<file path="config.mk">
export PLATFORM = sky130hd
export DESIGN_NAME = cv32e40p_hwlp_sequencer
export DESIGN_NICKNAME = d
export VERILOG_FILES = /design/src/rtl/cv32e40p_hwlp_sequencer.sv
export SDC_FILE = /design/constraint.sdc
export NUM_CORES = 1
export LEC_CHECK = 0
export BUFFER_PORTS_ARGS = -buffer_cell sky130_fd_sc_hd__buf_2
export CAP_MARGIN = 20
export CORE_MARGIN = 4
export CORE_UTILIZATION = 25
export CTS_CLUSTER_SIZE = 28
export DETAILED_ROUTE_END_ITERATION = 10
export PLACE_DENSITY_LB_ADDON = 0.15
export SYNTH_ARGS = -nofsm -noshare
export SYNTH_HDL_FRONTEND = slang
export SYNTH_SLANG_ARGS = --single-unit
export TNS_END_PERCENT = 30
</file>
<file path="constraint.sdc">
create_clock -name clk_i -period 5.5 [get_ports clk_i]
set_input_delay 0.55 -clock clk_i [delete_from_list [all_inputs] [get_ports clk_i]]
set_output_delay 0.55 -clock clk_i [all_outputs]
set_load 0.01 [all_outputs]
</file>
<file path="src/rtl/cv32e40p_hwlp_sequencer.sv">
// Hardware-loop register sets and loop-back jump sequencer for the ID stage.
// On retirement of an instruction at a loop end address, the matching loop
// count is decremented. If iterations remain, a redirect to the loop start is
// requested and held until the prefetcher acknowledges it or the controller
// flushes it.
module cv32e40p_hwlp_sequencer #(
  parameter int unsigned N_REGSETS = 2,
  parameter int unsigned CNT_W     = 32,
  localparam int unsigned ADDR_W   = 32,
  localparam int unsigned RID_W    = (N_REGSETS > 1) ? $clog2(N_REGSETS) : 1
) (
  input  logic                          clk_i,
  input  logic                          rst_ni,
  input  logic [2:0]                    hwlp_we_i,
  input  logic [RID_W-1:0]              hwlp_regid_i,
  input  logic [ADDR_W-1:0]             hwlp_start_data_i,
  input  logic [ADDR_W-1:0]             hwlp_end_data_i,
  input  logic [CNT_W-1:0]              hwlp_cnt_data_i,
  input  logic                          is_decoding_i,
  input  logic                          id_valid_i,
  input  logic                          id_kill_i,
  input  logic [ADDR_W-1:0]             pc_id_i,
  input  logic                          flush_i,
  input  logic                          jump_ack_i,
  output logic                          jump_req_o,
  output logic [ADDR_W-1:0]             jump_target_o,
  output logic                          id_stall_o,
  output logic [N_REGSETS*ADDR_W-1:0]   hwlp_start_o,
  output logic [N_REGSETS*ADDR_W-1:0]   hwlp_end_o,
  output logic [N_REGSETS*CNT_W-1:0]    hwlp_cnt_o
);

  typedef enum logic {
    IDLE      = 1'b0,
    JUMP_PEND = 1'b1
  } state_e;

  state_e state_q, state_d;

  logic [N_REGSETS-1:0][ADDR_W-1:0] start_q, start_d;
  logic [N_REGSETS-1:0][ADDR_W-1:0] end_q, end_d;
  logic [N_REGSETS-1:0][CNT_W-1:0]  cnt_q, cnt_d;
  logic [ADDR_W-1:0]                target_q;
  logic [ADDR_W-1:0]                take_target;
  logic                             retire;
  logic                             take;

  assign retire = is_decoding_i && id_valid_i && !id_kill_i;

  // Loop evaluation (set 0 first) followed by register writes, which override decrements
  always_comb begin
    start_d     = start_q;
    end_d       = end_q;
    cnt_d       = cnt_q;
    take        = 1'b0;
    take_target = '0;
    if (state_q == IDLE && retire) begin
      for (int unsigned k = 0; k < N_REGSETS; k++) begin
        if (!take && pc_id_i == end_q[k] && cnt_q[k] != '0) begin
          cnt_d[k] = cnt_q[k] - CNT_W'(1);
          if (cnt_q[k] > CNT_W'(1)) begin
            take        = 1'b1;
            take_target = start_q[k];
          end
        end
      end
    end
    for (int unsigned k = 0; k < N_REGSETS; k++) begin
      if (hwlp_regid_i == RID_W'(k)) begin
        if (hwlp_we_i[0]) start_d[k] = hwlp_start_data_i;
        if (hwlp_we_i[1]) end_d[k]   = hwlp_end_data_i;
        if (hwlp_we_i[2]) cnt_d[k]   = hwlp_cnt_data_i;
      end
    end
  end

  // Loop register sets
  always_ff @(posedge clk_i or negedge rst_ni) begin
    if (!rst_ni) begin
      start_q <= '0;
      end_q   <= '0;
      cnt_q   <= '0;
    end else begin
      start_q <= start_d;
      end_q   <= end_d;
      cnt_q   <= cnt_d;
    end
  end

  // Redirect target, captured only when a loop-back is taken
  always_ff @(posedge clk_i or negedge rst_ni) begin
    if (!rst_ni) begin
      target_q <= '0;
    end else if (take) begin
      target_q <= take_target;
    end
  end

  // FSM state register
  always_ff @(posedge clk_i or negedge rst_ni) begin
    if (!rst_ni) begin
      state_q <= IDLE;
    end else begin
      state_q <= state_d;
    end
  end

  // FSM next state; flush and ack both release a pending jump
  always_comb begin
    state_d = state_q;
    unique case (state_q)
      IDLE:      if (take) state_d = JUMP_PEND;
      JUMP_PEND: if (flush_i || jump_ack_i) state_d = IDLE;
      default:   state_d = IDLE;
    endcase
  end

  // FSM outputs, decoded from the state flop
  always_comb begin
    jump_req_o = 1'b0;
    id_stall_o = 1'b0;
    if (state_q == JUMP_PEND) begin
      jump_req_o = 1'b1;
      id_stall_o = 1'b1;
    end
  end

  assign jump_target_o = target_q;
  assign hwlp_start_o  = start_q;
  assign hwlp_end_o    = end_q;
  assign hwlp_cnt_o    = cnt_q;

endmodule

</file>
==> parameters.txt <==
Parameter                              Value

Outcome
  Result of the run ... finished clean

Synth
  Dominant cells by area after synthesis ... dfrtp_1 (53%), mux2_2 (14%), xor2_1 (7.9%)
  Number of register bits inferred by synthesis ... 225
  Cell taking the most area after synthesis ... dfrtp_1
  Number of distinct standard cells referenced by the synthesized netlist ... 47
  Proportion of register bits with asynchronous set or reset after synthesis ... 100%
  Most used DFF post-synth ... dfrtp_1
  Yosys warning count ... 0
  Post-synthesis instance total ... about 920
  Synth Area per Inst ... 11.6 sq um
  Sequential cell area fraction in the yosys report ... a little over half
  Total standard cell area after synthesis ... 0.0107 sq mm
  Post-synth top area share ... between 50% and 60%
  Syn nets ... 1063
  Number of enable-type register cells in the synthesized netlist ... 0

Critical path
  Cell chain of the critical path ... or4_1, nor2_1, and4b_1, o311ai_4, a211oi_4, o21a_1, buf_4, o21ai_2, buf_4, o2bb2ai_1
  Worst r2r path cells ... 10
  Arrival time worst endpoint ... 4.61 ns
  Crit path top cell by count ... buf_4
  CP max stage cell ... or4_1
  Critical path endpoint category ... register
  FF-to-FF setup slack ... around 1.3 ns
  Critical path endpoint ... jump_target_o[4]
  Crit-path leading delay family ... simple AND/OR/NAND/NOR gates
  Startpoint kind of the worst setup timing path ... register
  Cell count along the critical path ... 10
  Crit path required time ... 5.93 ns
  Path type of the worst setup path ... register to register
  Crit Reg-Reg Startpoint ... hwlp_cnt_o[2]
  First element of the critical path ... hwlp_cnt_o[2]
  CP peak stage delay ... 0.60 ns
  Reg-to-reg endpoint ... jump_target_o[4]
  Max Fanout on Critical Path ... 33
  Buf+Inv Stages, Crit Path ... 2

Die
  Horiz. Die Dim ... ~210 microns
  Number of placement rows ... 75
  Initial core utilization ... between 20% and 30%
  Floorplan die height ... between 200 and 250 microns
  Placeable core area ... 0.0420 sq mm
  Io pins ... 365
  DIE AREA ... 0.0460 sq mm

Final layout
  Area of all sequential standard cells ... 0.00563 sq mm
  Synth-to-Final Area Change ... 32.4%
  Total of fill cells in the finished design ... 4316
  Nets@finish ... 1420
  Post-route cell area ... 0.0141 sq mm
  Share of layout cells above drive strength 1 ... a little over two fifths
  Number of standard cells in the layout, taps in and fillers out ... 1839
  Area taken by multi-input logic gates ... 0.00479 sq mm

Job
  Max-cap violations ... 0

Routing
  Routed len/inst ... between 20 and 25 microns
  Initial drt markers ... roughly 370
  Drt first pass iters ... 4
  Vias per cell ... ~4.7
  Routed vias ... 8588
  DRC errors left ... 0
  Post-detailed-route count of antenna-violating nets ... 0
  Total wire length after detailed routing ... 38200 microns

Global route
  GR Util All Layers ... 16.0%
  Number of antenna violations at the first check in global routing ... 5
  Leftover overflow at the end of global routing ... 0
  Number of global-route vias before repair ... around 9000
  Maximum number of pins on one net before global-route repair ... 122
  Global-route wire length before repair ... 58200 microns

STA
  Final worst path period need ... ~4.2 ns
  RSZ-0062 raised after global routing ... false
  Tcrit/Tclk final ... 76.0%
  Endpoints failing setup ... 0
  Number of hold violations in the final report ... 0
  Worst slew margin relative to its limit ... 40.8%
  Worst hold slack ... 0.0214 ns
  Setup TNS ... 0 ns
  Number of slew-limit violations in the final report ... 0
  Maximum clock skew at final layout ... 0.0189 ns
  Maximum achievable frequency ... 0.239 GHz
  Tightest Pin Transition ... 0.888 ns

Clocking
  Post-CTS setup buffer count ... 0
  Hold Buf Count CTS ... 0
  Clock insertion delay at the later pin of the skew report ... 0.56 ns
  CTS tree ... built
  Clk root buf ... clkbuf_16
  Number of instances resized during post-cts repair ... 0
  Clock edge transition at the registers on the reported setup and hold paths ... 0.06 ns
  H-Tree Depth ... 1
  Number of buffers created by CTS ... 29
  Total number of clock tree sinks ... 225
  Maximum buffer depth of the clock tree ... 3

Place
  Placed wire-length estimate after detailed placement ... 28300 microns
  Placer Congestion ... 0.758
  Total instance count after detailed placement ... 1782
  Post-Place Cell Area ... approximately 0.013 sq mm
  Port buffer count ... 364

Power and ir drop
  PwrDens ... ~350 mW/mm^2
  Worst-case vdd ir drop ... 0.000236 V
  Static leakage ... 6.31 nW
  Total design power ... 0.00490 W

Hold path
  Worst hold path class ... primary input to asynchronous set/reset pin
-- power breakdown --
part	internal, W	switching [W]	total [W]
Combinational	0.000395	0.000471	0.000866
Sequential	0.00186	0.000207	0.00206
Clock	0.00121	0.000763	0.00197
Total	0.00346	0.00144	0.00490
-- layout by cell type (no fill, tap or decap), drive strengths merged, types with 3 or more instances in the layout --
| cell type | count |
|---|---|
| nor4 | 26 |
| o21ai | 39 |
| xor2 | 96 |
| clkinv | 8 |
| ha | 6 |
| o2bb2ai | 32 |
| clkbuf | 41 |
| a31oi | 15 |
| a21oi | 16 |
| or4 | 13 |
| and2 | 3 |
| mux2 | 129 |
| nand3 | 30 |
| dfrtp | 225 |
| and3 | 7 |
| nand4 | 12 |
| nand2 | 54 |
| buf | 380 |
| inv | 7 |
| a22oi | 32 |
| and4b | 4 |
| nand2b | 3 |
| nor2 | 51 |
| nand3b | 5 |
| xnor2 | 10 |
| nor2b | 3 |
| bufinv | 3 |
| nor3 | 15 |
| o31ai | 5 |
| or3 | 13 |
-- worst min-delay path by stage --
stage | start | to | slack (ns) | cells after the start
floorplan | rst_ni | hwlp_cnt_o[0] | 0.25 | 0
global placement | jump_target_o[24] | jump_target_o[24] | 0.47 | 1
detailed placement | jump_target_o[14] | jump_target_o[14] | 0.47 | 1
CTS | rst_ni | hwlp_start_o[43] | 0.05 | 1
global route | rst_ni | hwlp_start_o[43] | 0.09 | 1
finish | rst_ni | hwlp_start_o[43] | 0.02 | 1
-- kinds of logic after synthesis --
family,Yosys count,synth area share [%]
xor+xnor,106,8.72
buf+inv,60,2.40
simple gates,244,12.0
compound gates,147,9.61
mux,130,13.7
flops,225,52.9
fa+ha+maj,6,0.705
-- stage by stage --
stage	utilization [%]	setup WS, ns
detailed placement	31.1	1.31
finish	33.5	1.32
global placement	31.1	1.41
CTS	33.5	1.29
global route	33.5	1.01
floorplan	-	2.52
-- state kept, by name, summed over array words and instances, names as in the netlist --
register	cells
jump_target_o	32
hwlp_end_o	64
hwlp_cnt_o	64
hwlp_start_o	64
state_q	1
-- area by class of cell --
class | count | share of cell area [%]
Sequential cell | 225 | 39.9
Tap cell | 539 | 4.78
Inverter | 6 | 0.160
Multi-Input combinational cell | 633 | 34.0
Timing Repair Buffer | 380 | 14.0
Clock inverter | 13 | 1.04
Clock buffer | 41 | 6.03
Antenna cell | 2 | 0.0355
-- per-layer routing --
metal  global-route usage, %  vias up  share of wire, %
met5                       0        -              0.10
li1                        -     4041                 -
met2                    26.3      249                47
met1                    21.0     4235                43
met3                    4.80       57               7.6
met4                    3.59        6               2.4
-- Yosys cell counts (all sizes together), types with 2 or more instances --
master,number
o31ai,5
nand3b,5
clkbuf,27
xnor2,10
nand3,30
ha,6
and2,3
nor4,26
nand2b,3
nand4,12
nor3,15
or4,13
or3,13
a22oi,32
nor2,51
dfrtp,225
a211o,2
mux2,129
o311ai,2
buf,27
a31oi,15
o21ai,39
o2bb2ai,32
and3,7
inv,6
a21oi,16
xor2,96
nor2b,3
and4b,4
nand2,54
(Power assumes the default switching activity.)
